## src/rtl/rv_plic_edge_counter_if.sv

```systemverilog
// Signal bundle between the PLIC side (master) and the edge/pulse event counter (slave).
// The master drives events, enables, acks and overflow clears; the slave returns levels and counts.
interface rv_plic_edge_counter_if #(
  parameter int NumSrc = 2,
  parameter int CntW   = 4
);
  logic [NumSrc-1:0]      en_i;
  logic [NumSrc-1:0]      src_i;
  logic [NumSrc-1:0]      ack_i;
  logic [NumSrc-1:0]      ovf_clr_i;
  logic [NumSrc-1:0]      intr_o;
  logic [NumSrc-1:0]      ovf_o;
  logic [NumSrc*CntW-1:0] cnt_o;

  modport master (
    output en_i, src_i, ack_i, ovf_clr_i,
    input  intr_o, ovf_o, cnt_o
  );

  modport slave (
    input  en_i, src_i, ack_i, ovf_clr_i,
    output intr_o, ovf_o, cnt_o
  );
endinterface

```

## src/rtl/rv_plic_edge_counter.sv

```systemverilog
// Per-source saturating pending-event counter turning pulse/edge events into PLIC level requests.
// Define RV_PLIC_EDGE_CNT_DETECT_EN to treat src_i as a level and count rising edges only.
module rv_plic_edge_counter #(
  parameter int NumSrc = 2,
  parameter int CntW   = 4
) (
  input  logic                   clk_i,
  input  logic                   rst_ni,
  rv_plic_edge_counter_if.slave  bus
);

  localparam logic [CntW-1:0] CntMax  = {CntW{1'b1}};
  localparam logic [CntW-1:0] CntOne  = CntW'(1);
  localparam logic [CntW-1:0] CntZero = '0;

  // Source 0 is reserved: its outputs are constant and its inputs have no effect.
  assign bus.intr_o[0]         = 1'b0;
  assign bus.ovf_o[0]          = 1'b0;
  assign bus.cnt_o[CntW-1:0]   = CntZero;

  logic unused_src0;
  assign unused_src0 = ^{bus.en_i[0], bus.src_i[0], bus.ack_i[0], bus.ovf_clr_i[0]};

  for (genvar s = 1; s < NumSrc; s++) begin : g_src
    logic            ev;
    logic [CntW-1:0] cnt_q;
    logic [CntW-1:0] cnt_d;
    logic            ovf_q;
    logic            ovf_d;
    logic            at_max;
    logic            is_zero;

`ifdef RV_PLIC_EDGE_CNT_DETECT_EN
    logic prev_q;

    // History follows src_i every cycle, even while the source is disabled.
    always_ff @(posedge clk_i or negedge rst_ni) begin
      if (!rst_ni) begin
        prev_q <= 1'b0;
      end else begin
        prev_q <= bus.src_i[s];
      end
    end

    assign ev = bus.src_i[s] & ~prev_q & bus.en_i[s];
`else
    assign ev = bus.src_i[s] & bus.en_i[s];
`endif

    assign at_max  = (cnt_q == CntMax);
    assign is_zero = (cnt_q == CntZero);

    always_comb begin
      // NOTE: every output of this block gets a default first so no path can infer a latch.
      cnt_d = cnt_q;
      ovf_d = ovf_q & ~bus.ovf_clr_i[s];
      if (ev && !bus.ack_i[s]) begin
        if (at_max) begin
          ovf_d = 1'b1;
        end else begin
          cnt_d = cnt_q + CntOne;
        end
      end else if (ev && bus.ack_i[s]) begin
        // One in, one out; an ack against an empty counter is spurious, the event survives.
        if (is_zero) begin
          cnt_d = CntOne;
        end
      end else if (bus.ack_i[s] && !is_zero) begin
        cnt_d = cnt_q - CntOne;
      end
    end

    // NOTE: the counters are a handful of flops, not a memory, so they take the async reset.
    always_ff @(posedge clk_i or negedge rst_ni) begin
      if (!rst_ni) begin
        cnt_q <= CntZero;
        ovf_q <= 1'b0;
      end else begin
        // NOTE: non-blocking assignments keep every flop sampling pre-edge values.
        cnt_q <= cnt_d;
        ovf_q <= ovf_d;
      end
    end

    assign bus.intr_o[s]              = ~is_zero;
    assign bus.ovf_o[s]               = ovf_q;
    assign bus.cnt_o[s*CntW +: CntW]  = cnt_q;
  end

endmodule

```

## src/flat_wrapper.sv

```systemverilog
// flat-port wrapper written by rule: the top's interface ports become plain ports
module rv_plic_edge_counter_flat 
#(
  parameter int NumSrc = 2,
  parameter int CntW   = 4
)
  (clk_i, rst_ni, bus_en_i, bus_src_i, bus_ack_i, bus_ovf_clr_i, bus_intr_o, bus_ovf_o, bus_cnt_o);
  rv_plic_edge_counter_if #(.NumSrc(NumSrc), .CntW(CntW)) bus_i ();
  input  logic clk_i;
  input  logic rst_ni;
  input wire logic [$bits(bus_i.en_i)-1:0] bus_en_i;
  input wire logic [$bits(bus_i.src_i)-1:0] bus_src_i;
  input wire logic [$bits(bus_i.ack_i)-1:0] bus_ack_i;
  input wire logic [$bits(bus_i.ovf_clr_i)-1:0] bus_ovf_clr_i;
  output wire logic [$bits(bus_i.intr_o)-1:0] bus_intr_o;
  output wire logic [$bits(bus_i.ovf_o)-1:0] bus_ovf_o;
  output wire logic [$bits(bus_i.cnt_o)-1:0] bus_cnt_o;
  assign bus_i.en_i = bus_en_i;
  assign bus_i.src_i = bus_src_i;
  assign bus_i.ack_i = bus_ack_i;
  assign bus_i.ovf_clr_i = bus_ovf_clr_i;
  assign bus_intr_o = bus_i.intr_o;
  assign bus_ovf_o = bus_i.ovf_o;
  assign bus_cnt_o = bus_i.cnt_o;
  rv_plic_edge_counter #(.NumSrc(NumSrc), .CntW(CntW)) u_core (.clk_i(clk_i), .rst_ni(rst_ni), .bus(bus_i));
endmodule
```

## config.mk

```make
export PLATFORM = sky130hd
export DESIGN_NAME = rv_plic_edge_counter_flat
export DESIGN_NICKNAME = d
export VERILOG_FILES = /design/src/rtl/rv_plic_edge_counter_if.sv /design/src/rtl/rv_plic_edge_counter.sv /design/src/flat_wrapper.sv
export SDC_FILE = /design/constraint.sdc
export NUM_CORES = 1
export LEC_CHECK = 0
export ABC_AREA = 1
export CAP_MARGIN = 5
export CORE_AREA = 2 2 39 41
export CTS_BUF_LIST = sky130_fd_sc_hd__clkbuf_8
export DETAILED_ROUTE_END_ITERATION = 8
export DIE_AREA = 0 0 41 43
export MAX_ROUTING_LAYER = met4
export PLACE_DENSITY = 0.7
export SLEW_MARGIN = 5
export SYNTH_ARGS = -nofsm -noshare
export SYNTH_HDL_FRONTEND = slang
export SYNTH_SLANG_ARGS = --single-unit
```

## constraint.sdc

```tcl
create_clock -name clk_i -period 1.54 [get_ports clk_i]
set_clock_uncertainty 0.1 [all_clocks]
set_input_delay 0.308 -clock clk_i [delete_from_list [all_inputs] [get_ports clk_i]]
set_output_delay 0.308 -clock clk_i [all_outputs]
set_load 0.02 [all_outputs]
```

==> flow_metrics.py, run 1 <==
metrics = {
    "clocking": {
        "clk_path_buf_depth": 2,
        "clk_pin_slew_ns": 0.03,
        "cts_buffers": 3,
        "clk_latency_ns": 0.22,
        "h-tree-depth": 1,
        "cts_tree": "done",
        "post-cts-setup-buffers": 0,
        "cts_root_buf": "clkbuf_8",
        "cts_sinks": 5,
    },
    "worst_setup_path": {
        "cp_cell_sequence": "buf_4 > ha_2 > nand2_1 > nor2_2 > nand2_2 > nand2_2 > inv_2 > nand3_1 > nand2_1",
        "crit_path_max_incr_delay_ns": 0.34,
        "crit_start": "u_core.g_src[1].cnt_q[0]",
        "worstPathArrival_ns": 1.49,
        "ff2ff_path_depth": 9,
        "path_buf_inv": 2,
        "cp.depth": 9,
        "critPathMaxFanout": 6,
        "path_delay_family": "simple AND/OR/NAND/NOR gates",
        "end_kind": "register",
        "start_kind": "register",
        "required_ns": 1.53,
        "critical_path_class": "reg -> reg",
        "r2r-start": "u_core.g_src[1].cnt_q[0]",
        "worst_path_max_delay_cell": "dfrtp_2",
    },
    "placed_design": {
        "dp_hpwl_um": 859,
        "portBuffers": 11,
        "place_inst": 108,
        "gp_congestion": 0.894,
        "dpl-instance-area_sq_um": 659,
    },
    "global_route": {
        "grt_usage_pct": 14.4,
        "antenna_found_initial": 0,
        "grt_pass1_vias": 447,
        "grt_start_max_net_pins": 9,
        "grt_pass1_wl_mm": 1.71,
        "gr-total-overflow": 0,
    },
    "pwr": {
        "power.share.clock_pct": 18.4,
        "intPower_mw": 0.694,
        "pwr-share-comb_pct": 64.2,
        "power_density_mw_per_mm2": 1760,
        "leakage_nw": 0.393,
        "peakVddDrop_mv": 0.824,
        "p_switching_mw": 0.558,
        "power_frac_seq_pct": 17.4,
        "swShare_pct": 44.6,
    },
    "die": {
        "die_h_um": 43,
        "top_level_ports": 22,
        "dieWidth_um": 41,
        "rows": 14,
        "initial_core_util_pct": 35.4,
        "core_sq_mm": 0.00138,
        "die_area_sq_mm": 0.00176,
    },
    "min_path": {
        "hold_class": "in -> async",
    },
    "run": {
        "max_cap_viol_count": 0,
    },
    "logic_synthesis": {
        "ys_seq_elements": 5,
        "ys_warn_count": 0,
        "synth_cells": 73,
        "syn_area_sq_um": 490,
        "avgSynthCellArea_sq_um": 6.72,
        "ys_seq_area_share_pct": 25.5,
        "ys_types": 18,
    },
    "detailed_routing": {
        "drc": 0,
        "finalWirelength_mm": 1.14,
        "antenna_left": 0,
        "wl_per_cell_um": 10.2,
        "drt_iter0_markers": 9,
        "first_pass_iters": 4,
        "vias_per_cell": 4.63,
        "via_count": 518,
    },
    "timing": {
        "fin_crit_ns": 1.49,
        "hold_violations": 0,
        "period_share_pct": 96.9,
        "report.final.slew_viol_count": 0,
        "final-setup-viol-count": 0,
        "fmax_mhz": 670,
    },
    "final_layout": {
        "layout_common_cells": "19 x nand2_1, 11 x buf_4, 9 x inv_1, 9 x nand3_1, 6 x conb_1",
        "instances_no_fill": 112,
        "nets": 110,
        "area_growth_pct": 45.4,
        "n_antenna_cell": 0,
        "stdcell_area_sq_um": 713,
        "layout_commonest_cell": "nand2_1",
        "nFillCells": 147,
        "drive_gt1_share_pct": 32.3,
    },
    "run_status": {
        "status": "complete, no violations",
    },
}
[what timing repair did]
| action | 4_1_cts | 5_1_grt |
|---|---|---|
| pin swaps | 0 | 4 |
| gates resized for setup | 9 | 6 |
| setup endpoints to repair | 6 | 4 |
| hold buffers | 0 | 0 |
| endpoints found under the hold margin | 0 | 0 |
[cell usage after synthesis, drive strengths merged]
cell / count / area, sq um
nand2: 25 / 111
dfrtp: 5 / 125
o21ai: 3 / 15.0
buf: 8 / 63.8
a21oi: 1 / 5.00
inv: 9 / 33.8
conb: 1 / 3.75
or2: 1 / 6.26
nand4: 1 / 6.26
ha: 3 / 37.5
nand3: 10 / 55.1
nor2: 6 / 27.5
[routing by layer]
metal  GRT usage [%]  share of wire (%)
met1            18.1                 39
met2            23.4                 56
met3            3.14                4.6
met4            2.00                  0
met5               -                  0
[registers in the layout, indices dropped and copies added, names as in the netlist]
name and flops:
u_core.g_src.cnt_q 4, u_core.g_src.ovf_q 1
[worst register-to-register path: cells and delay by family (launching register included)]
family | cells | cell delay (ns)
flip-flops | 1 | 0.34
adder cells (fa/ha/maj) | 1 | 0.18
buffers and inverters | 2 | 0.19
AND/OR/NAND/NOR | 6 | 0.54
[path summary, 6_finish.rpt]
check                                           end  slack (ns)
min in group clk_i            u_core.g_src[1].ovf_q        0.43
max                        u_core.g_src[1].cnt_q[1]        0.05
min reg2reg                   u_core.g_src[1].ovf_q        0.43
max reg2reg                u_core.g_src[1].cnt_q[1]        0.05
max in group asynchronous  u_core.g_src[1].cnt_q[0]        0.90
min                           u_core.g_src[1].ovf_q        0.22
[power by group through the flow]
stage | Combinational [mW] | Clock (mW) | Sequential [mW]
6_report | 0.803 | 0.230 | 0.218
3_3_place_gp | 0.794 | 0 | 0.219
3_5_place_dp | 0.814 | 0 | 0.221
2_1_floorplan | 0.405 | 0 | 0.311
4_1_cts | 0.773 | 0.235 | 0.219
5_1_grt | 0.886 | 0.245 | 0.224
[metrics by stage]
step	utilization (%)	power (mW)	TNS [ns]	worst slack, ns	hold WS [ns]
final	51.5	1.25	0	0.0470	0.223
after global routing	51.5	1.35	-0.0767	-0.0512	0.232
after CTS	50.1	1.23	0	0.0116	0.229
after detailed placement	47.6	1.04	-0.308	-0.124	0.434
after global placement	47.6	1.01	-0.230	-0.119	0.422
after floorplan	-	0.716	0	0.0132	-0.0876
[layout make-up]
class / instances / area, sq um / share of cell area (%)
timing repair buffer: 22 / 181 / 25.4
clock buffer: 3 / 41.3 / 5.79
clock inverter: 1 / 3.75 / 0.526
tap: 16 / 20.0 / 2.81
sequential: 5 / 126 / 17.7
multi-input combinational: 56 / 307 / 43.0
inverter: 9 / 33.8 / 4.74
[kinds of logic after synthesis]
logic type / share of synthesized area [%]
other cells: 0.765
buf+inv: 19.9
compound gates: 4.08
simple gates: 42.1
flops: 25.5
fa+ha+maj: 7.65
No activity file was read; power rests on OpenSTA's default activity.
==> run 2: changes to the inputs <==
--- a/config.mk
+++ b/config.mk
@@ -6,6 +6,7 @@
 export NUM_CORES = 1
 export LEC_CHECK = 0
 export ABC_AREA = 1
+export ABC_CLOCK_PERIOD_IN_PS = 1540
 export CAP_MARGIN = 5
 export CORE_AREA = 2 2 39 41
 export CTS_BUF_LIST = sky130_fd_sc_hd__clkbuf_8
==> results of run 2 <==
The final DEF is identical to that of run 1; final timing and power are the same.
